`src/rtl/operand_sequencer_pkg.sv`:
```
// ---------------------------------------------------------------------------
// seq_pkg
// Shared definitions for the operand sequencer and its timer.
//   WORD_W : operand / result word width
//   N_OPS  : number of operands assembled per datapath transaction
//   TMR_W  : width of the saturating WAIT-state timer
//   CNT_W  : width of the operand slot index
//   seq_state_e : sequencer states (COLLECT, START, WAIT, OUT)
//   is_last_slot : true when the slot index addresses the final operand
// ---------------------------------------------------------------------------
package seq_pkg;

    localparam int WORD_W = 32;
    localparam int N_OPS  = 4;
    localparam int TMR_W  = 16;
    localparam int CNT_W  = 2;

    typedef enum logic [1:0] {
        ST_COLLECT = 2'd0,
        ST_START   = 2'd1,
        ST_WAIT    = 2'd2,
        ST_OUT     = 2'd3
    } seq_state_e;

    // The final operand's handshake is what closes a batch.
    function automatic logic is_last_slot(input logic [CNT_W-1:0] slot);
        return (slot == CNT_W'(N_OPS - 1));
    endfunction

endpackage

```
`src/rtl/operand_sequencer_timer.sv`:
```
// ---------------------------------------------------------------------------
// seq_timer
// Clear/enable saturating cycle counter used to bound the WAIT state.
//   clk     : clock, rising edge
//   rst     : synchronous active-high reset
//   clear   : force count to zero (has priority over enable)
//   enable  : advance count by one, saturating at all-ones
//   expired : count currently equals TIMEOUT-1
// ---------------------------------------------------------------------------
module seq_timer
    import seq_pkg::*;
#(
    parameter int TIMEOUT = 255
) (
    input  logic clk,
    input  logic rst,
    input  logic clear,
    input  logic enable,
    output logic expired
);

    localparam logic [TMR_W-1:0] LIMIT = TMR_W'(TIMEOUT - 1);
    localparam logic [TMR_W-1:0] SAT   = {TMR_W{1'b1}};

    logic [TMR_W-1:0] count_r;

    // Saturating counter; never wraps back to zero on its own.
    always_ff @(posedge clk) begin
        if (rst) begin
            count_r <= {TMR_W{1'b0}};
        end else if (clear) begin
            count_r <= {TMR_W{1'b0}};
        end else if (enable && (count_r != SAT)) begin
            count_r <= count_r + {{(TMR_W-1){1'b0}}, 1'b1};
        end else begin
            count_r <= count_r;
        end
    end

    assign expired = (count_r == LIMIT);

endmodule

```
`src/rtl/operand_sequencer.sv`:
```
// ---------------------------------------------------------------------------
// operand_sequencer
// Collects four 32-bit operands from a valid/ready stream, presents them on
// the parallel x1..x4 bus, pulses start, waits for done (bounded by TIMEOUT)
// and returns the result (or a timeout error) over a valid/ready stream.
//   clk, rst              : clock and synchronous active-high reset
//   in_valid/in_ready     : operand stream handshake
//   in_data               : operand word (1st -> x1 ... 4th -> x4)
//   x1..x4                : operand bus, changes only on operand handshakes
//   start                 : one-cycle datapath kick
//   done, result          : datapath completion and result (WAIT only)
//   out_valid/out_ready   : result stream handshake
//   out_data, out_err     : captured result, or 0 with out_err=1 on timeout
//   busy                  : high whenever not collecting operands
// ---------------------------------------------------------------------------
module operand_sequencer
    import seq_pkg::*;
#(
    parameter int TIMEOUT = 255
) (
    input  logic              clk,
    input  logic              rst,
    input  logic              in_valid,
    output logic              in_ready,
    input  logic [WORD_W-1:0] in_data,
    output logic [WORD_W-1:0] x1,
    output logic [WORD_W-1:0] x2,
    output logic [WORD_W-1:0] x3,
    output logic [WORD_W-1:0] x4,
    output logic              start,
    input  logic              done,
    input  logic [WORD_W-1:0] result,
    output logic              out_valid,
    input  logic              out_ready,
    output logic [WORD_W-1:0] out_data,
    output logic              out_err,
    output logic              busy
);

    seq_state_e        state_r;
    seq_state_e        state_s;
    logic [CNT_W-1:0]  cnt_r;
    logic [WORD_W-1:0] slot_r [N_OPS];
    logic [WORD_W-1:0] out_data_r;
    logic              out_err_r;
    logic              in_ready_r;
    logic              start_r;
    logic              out_valid_r;
    logic              busy_r;
    logic              accept_s;
    logic              expired_s;
    logic              tmr_clear_s;
    logic              tmr_en_s;

    // Acceptance depends only on in_valid and the state register.
    assign accept_s    = in_valid && (state_r == ST_COLLECT);
    assign tmr_clear_s = (state_r == ST_START);
    assign tmr_en_s    = (state_r == ST_WAIT) && !done;

    seq_timer #(
        .TIMEOUT (TIMEOUT)
    ) u_timer (
        .clk     (clk),
        .rst     (rst),
        .clear   (tmr_clear_s),
        .enable  (tmr_en_s),
        .expired (expired_s)
    );

    // Next-state logic; done wins over timer expiry in the same WAIT cycle.
    always_comb begin
        state_s = state_r;
        case (state_r)
            ST_COLLECT: begin
                if (accept_s && is_last_slot(cnt_r)) begin
                    state_s = ST_START;
                end else begin
                    state_s = ST_COLLECT;
                end
            end
            ST_START: begin
                state_s = ST_WAIT;
            end
            ST_WAIT: begin
                if (done) begin
                    state_s = ST_OUT;
                end else if (expired_s) begin
                    state_s = ST_OUT;
                end else begin
                    state_s = ST_WAIT;
                end
            end
            ST_OUT: begin
                if (out_ready) begin
                    state_s = ST_COLLECT;
                end else begin
                    state_s = ST_OUT;
                end
            end
            default: begin
                state_s = ST_COLLECT;
            end
        endcase
    end

    // State register plus the handshake/strobe flags registered from the
    // next state so they are pure flop outputs aligned with the state.
    always_ff @(posedge clk) begin
        if (rst) begin
            state_r     <= ST_COLLECT;
            in_ready_r  <= 1'b1;
            start_r     <= 1'b0;
            out_valid_r <= 1'b0;
            busy_r      <= 1'b0;
        end else begin
            state_r     <= state_s;
            in_ready_r  <= (state_s == ST_COLLECT);
            start_r     <= (state_s == ST_START);
            out_valid_r <= (state_s == ST_OUT);
            busy_r      <= (state_s != ST_COLLECT);
        end
    end

    // Operand slots; the 2-bit index naturally wraps 3->0 on the last
    // handshake, which is exactly the COLLECT->START transition.
    always_ff @(posedge clk) begin
        if (rst) begin
            cnt_r <= {CNT_W{1'b0}};
            for (int i = 0; i < N_OPS; i++) begin
                slot_r[i] <= {WORD_W{1'b0}};
            end
        end else if (accept_s) begin
            cnt_r         <= cnt_r + {{(CNT_W-1){1'b0}}, 1'b1};
            slot_r[cnt_r] <= in_data;
        end else begin
            cnt_r <= cnt_r;
        end
    end

    // Result capture: done in WAIT latches the datapath result, timer
    // expiry without done reports a zero word flagged as an error.
    always_ff @(posedge clk) begin
        if (rst) begin
            out_data_r <= {WORD_W{1'b0}};
            out_err_r  <= 1'b0;
        end else if (state_r == ST_WAIT) begin
            if (done) begin
                out_data_r <= result;
                out_err_r  <= 1'b0;
            end else if (expired_s) begin
                out_data_r <= {WORD_W{1'b0}};
                out_err_r  <= 1'b1;
            end else begin
                out_data_r <= out_data_r;
                out_err_r  <= out_err_r;
            end
        end else begin
            out_data_r <= out_data_r;
            out_err_r  <= out_err_r;
        end
    end

    assign x1        = slot_r[0];
    assign x2        = slot_r[1];
    assign x3        = slot_r[2];
    assign x4        = slot_r[3];
    assign in_ready  = in_ready_r;
    assign start     = start_r;
    assign out_valid = out_valid_r;
    assign busy      = busy_r;
    assign out_data  = out_data_r;
    assign out_err   = out_err_r;

endmodule

```
`config.mk`:
```
export PLATFORM = sky130hd
export DESIGN_NAME = operand_sequencer
export DESIGN_NICKNAME = d
export VERILOG_FILES = /design/src/rtl/operand_sequencer_pkg.sv /design/src/rtl/operand_sequencer_timer.sv /design/src/rtl/operand_sequencer.sv
export SDC_FILE = /design/constraint.sdc
export NUM_CORES = 1
export LEC_CHECK = 0
export CORE_MARGIN = 2
export CORE_UTILIZATION = 25
export DETAILED_ROUTE_END_ITERATION = 8
export PLACE_DENSITY = 0.48
export SYNTH_ARGS = -nofsm -noshare
export SYNTH_HDL_FRONTEND = slang
export SYNTH_SLANG_ARGS = --single-unit
export TNS_END_PERCENT = 50
```
`constraint.sdc`:
```
create_clock -name clk -period 3.1 [get_ports clk]
set_clock_uncertainty 0.05 [all_clocks]
set_input_delay 0.465 -clock clk [delete_from_list [all_inputs] [get_ports clk]]
set_output_delay 0.465 -clock clk [all_outputs]
set_load 0.03 [all_outputs]
```
# Yosys cells after proc, flatten, opt, wreduce, memory -nomap -nowiden
# Memories as Yosys holds them, arrays and structs flattened.
# Index checks and enable logic that the tools add are counted.
# word_totals
mem_count	1
ram_bits	128
reg_bits	57
out_inout_bits	165
word_cells	49
# memory_table
memory	words	word_bits	rd	rd_ports_with_merged_regs	wr	line_no	source
slot_r	4	32	4	0	4	operand_sequencer.sv:43	logic [WORD_W-1:0] slot_r [N_OPS];
# classes
n_eq_ne	8
muxes	17
n_addsub	2
reduce_logical	12
# ops
op	n
$mux 32	3
$reduce_or 32->1	1
$add 16x1->16 const B	1
$eq 16x8->1 const B	1
$ne 16x16->1 const B	1
$mux 1	11
$eq 2x2->1 const B	4
$pmux 2 s4	1
$eq 2x1->1 const B	2
$logic_and 1x1->1	4
$logic_not 2->1	2
$mux 2	2
$reduce_bool 2->1	2
$add 2x1->2 const B	1
$reduce_and 2->1	1
$reduce_or 2->1	1
$logic_not 1->1	1

# Logic depth before layout (Yosys ltp)
# logic_depth
ltp_word	7
mapped_depth	6
ltp_nobuf	5

# By module
# A second synthesis with hierarchy kept.
# hier_totals
cells_unflattened	486
hier_area_um2	7053.0
# modules_own_cells
module	seq_area_each_um2	n_inst	cells_per_inst	area_each_um2
operand_sequencer	4664.5	1	383	6144.6
seq_timer	320.3	1	103	908.4

# Worst setup path before layout
# No wires, ideal clock.
# synth_timing
kind	reg2reg
start	register state_r[0]
end	memory slot_r[3][0], enable pin
path_buffers	2
setup_slack_ns	0.808
stages_incl_launch_ff	6
required_time_ns	2.661
arrival_ns	1.852
cell_sequence	dfxtp_1 buf_2 nor3b_4 clkbuf_1 nand3_1 nand2_1
# synth_lines
item	line_no	source
from (decl)	operand_sequencer.sv:40	seq_state_e state_r;
from (signal assigned)	operand_sequencer.sv:116	state_r <= state_s;
to (decl)	operand_sequencer.sv:43	

# Worst setup path in the final report
# layout_timing
start	register u_timer.count_r[1]
end	register u_timer.count_r[14]
# layout_between
elab_chain_len	2
word_cells_on_any_way	3
classes_between	1 x add/sub; 1 x eq/ne; 1 x reduce/logical
# layout_lines
item	line_no	source
from (decl)	operand_sequencer_timer.sv:25	logic [TMR_W-1:0] count_r;
from (signal assigned)	operand_sequencer_timer.sv:30	count_r <= {TMR_W{1'b0}};
from (signal assigned)	operand_sequencer_timer.sv:32	count_r <= {TMR_W{1'b0}};
from (signal assigned)	operand_sequencer_timer.sv:34	count_r <= count_r + {{(TMR_W-1){1'b0}}, 1'b1};
parallel branches: the longest is 2 deep, another holds $add 16x1->16	--	
# Parallel ways; which one is timed is not known.
# A chain may end at the register's enable or synchronous reset.

==> results.md <==
- Effective utilization at floorplan: 25.3%
- Crit path max-delay family: simple AND/OR/NAND/NOR gates
- Sequential Power Share: 49.2%
- Clk sinks: 185
- Row count: 61
- Main combinational cell family by area after synthesis: simple AND/OR/NAND/NOR gates
- Critical path cell sequence: ha_1 > nand4bb_4 > or3_1 > or4_1 > a21oi_1
- Antenna cells: 0
- Cts repair resizes: 0
- DP Area: 9850 um^2
- Comb pwr share: 12.9%
- R2R depth: 5
- Max_slew headroom: 45.4%
- Area grow syn2layout: 49.3%
- Adder-cell share of the synthesized area: 0.537%
- Critical path destination: u_timer.count_r[14]
- Slack of the critical path: 918 ps
- Worst r2r dst: u_timer.count_r[14]
- CP max-delay cell: or4_1
- R2r startpoint: u_timer.count_r[1]
- Top_reg_cell synth: edfxtp_1
- Clk buf depth: 2
- DRT Pass-1 Iters: 4
- Sequential fraction of the synthesis area: 71.3%
- Final TNS setup: 0 ps
- Post-synth top area share: 54.9%
- Maximum vdd ir drop: 0.260 mV
- Grt total ovfl: 0
- Crit path DAT: 2490 ps
- Vias: 4852
- P per Cell Area: 548 nW/um^2
- Largest area contributor in the netlist: edfxtp_1
- CTS Root Cell: clkbuf_16
- Mean Syn Cell Area: 14.2 um^2
- H-tree depth: 4
- Wire length per cell: 16.8 um
- Die footprint: 29300 um^2
- Unrepaired setup endpoints after global routing: no
- CP max stage delay: 500 ps
- Layout cell share with drive strength beyond 1: 8.31%
- Final Net Count: 805
- Largest net degree at the start of global routing: 34
- Vias per cell: 4.32
- Mapped Cells: 493
- Worst skew pair latency: 430 ps
- IO Port Bufs: 233
- Final WL: 18.9 mm
- Leakage: 3.81 nW
- Fin crit share: 70.4%
- CTS tree: yes
- Seq cells post-synth: 185
- Fin util: 37.8%
- Synth area leaders: edfxtp_1 (55%), dfxtp_1 (16%), and2_1 (8.7%)
- Worst setup path start: u_timer.count_r[1]
- CP Max Fanout: 8
- Status: finished, final reports clean
- Die H: 171 um
- Mapped cell area: 7000 um^2
- Final instance area: 10400 um^2
- Count leader, synth: edfxtp_1
- Worst-path clk slew: 70 ps
- Startpoint Class: flip-flop
- R2R Setup Slk: 920 ps
- Synth Area in XOR/XNOR: 0.125%
- YS warnings: 0
- DP HPWL: 13.5 mm
- Crit Path Class: reg2reg
- Final Hold Viols: 0
- DRT iter0 DRCs: 245
- Postcts setup bufs: 0
- DRC Markers: 0
- Final Max Slew Viols: 0
- Worst EP required: 3400 ps
- Setup WS pre-CTS: 501 ps
- Initial antenna violation count: 0
- Fraction of the mapped netlist area in compound gates: 8.07%
- NetSw: 1.55 mW
- CP Buf/Inv Count: 0
- Max Fclk: 0.458 GHz
- Fillers: 2689
- CP Capture Type: flip-flop
- # setup viols final: 0
- Stages on worst setup path: 5
- CTS buffer count: 17
- Post-layout min period: 2180 ps
- Clk network pwr share: 37.9%
- Routability Congestion: 0.743
- Int Pwr: 4.17 mW
- Die width: 171 um
- Slew @ Worst Pin: 819 ps
- Hold Path Class: reg2reg
- Sw frac: 27.1%
- Cts hold-fix bufs: 0
- Mapped Nets: 565
- EDFF count, synth: 128
- Simple-gate share of the synthesized area: 17.4%
- Total track usage: 12.8%
- Mux contribution to synthesized area: 0.572%
- First-pass GRT wire length: 28.5 mm
- Commonest cells in the netlist: edfxtp_1 (128), and2_1 (97), dfxtp_1 (57)
- Yosys cell types: 43
- Hold Worst Slack: 418 ps
- Post-DRT Antenna Nets: 0
- Max Cap Viol: 0
- Async S/R FF share, synth: 0%
- Core area: 27600 um^2
- Vias in the first global route: 4908
- IO Pins: 234
-- worst reg2reg max path: cells and delay by family, from the launching register on --
kind | cells | cell delay, ps
flops | 1 | 380
compound gates | 1 | 140
simple gates | 3 | 1150
fa+ha+maj | 1 | 400
-- through the flow --
step	total power [mW]	instances
2_1_floorplan	3.21	493
3_3_place_gp	3.61	1092
3_5_place_dp	3.62	1092
4_1_cts	5.80	1124
5_1_grt	5.94	1124
6_report	5.72	1124
-- state kept, by name, summed over array words and instances, names as in the netlist --
signal,cells
state_r,2
out_err,1
out_valid,1
cnt_r,2
u_timer.count_r,16
out_data,32
in_ready,1
start,1
busy,1
slot_r,128
-- area by class of cell --
cell class	count	area, um^2	share of cell area, %
sequential	185	4980	47.7
timing repair buffer	246	2450	23.5
multi-input combinational	273	1900	18.2
tap	378	473	4.53
clock buffer	18	429	4.11
clock inverter	14	163	1.56
inverter	10	37.5	0.359
-- layer usage --
layer	GRT usage, %	vias up	share of wire (%)
met1	16.4	2303	45
met2	20.8	215	45
li1	-	2314	-
met4	4.46	0	2.2
met3	3.64	20	8.0
met5	0	-	0
-- kinds of logic (layout without fill, tap and decap cells) --
kind of cell,after synthesis,after routing
buf+inv,35,288
xor+xnor,1,1
mux,4,4
fa+ha+maj,3,3
simple gates,190,190
compound gates,75,75
flops,185,185
-- power by group through the flow --
stage	Sequential (mW)	Combinational, mW	Clock [mW]
2_1_floorplan	3.09	0.121	0
3_3_place_gp	2.87	0.745	0
3_5_place_dp	2.87	0.749	0
4_1_cts	2.82	0.751	2.24
5_1_grt	2.82	0.781	2.34
6_report	2.81	0.740	2.17
-- worst min-delay path by stage --
stage                                    end               start  slack (ps)  cells past startpoint
final                                out_err             out_err         420                      2
after global placement           out_data[9]         out_data[9]         410                      1
after detailed placement             out_err             out_err         410                      2
after CTS                            out_err             out_err         420                      2
after global routing            out_data[12]        out_data[12]         440                      1
after floorplan           u_timer.count_r[7]  u_timer.count_r[7]         390                      2
-- layout by cell type, fill, tap and decap left out, types with 5 or more instances in the layout --
cell,n
o31ai_1,5
edfxtp_1,128
a211oi_1,5
clkbuf_16,17
inv_1,10
nor2_1,5
buf_4,11
nand2_1,13
nand3_1,7
inv_6,5
and2_1,97
and3_1,32
a21oi_1,14
or4_1,5
o21ai_0,6
dfxtp_1,57
a22o_1,32
clkdlybuf4s50_1,233
(Power assumes the default switching activity.)
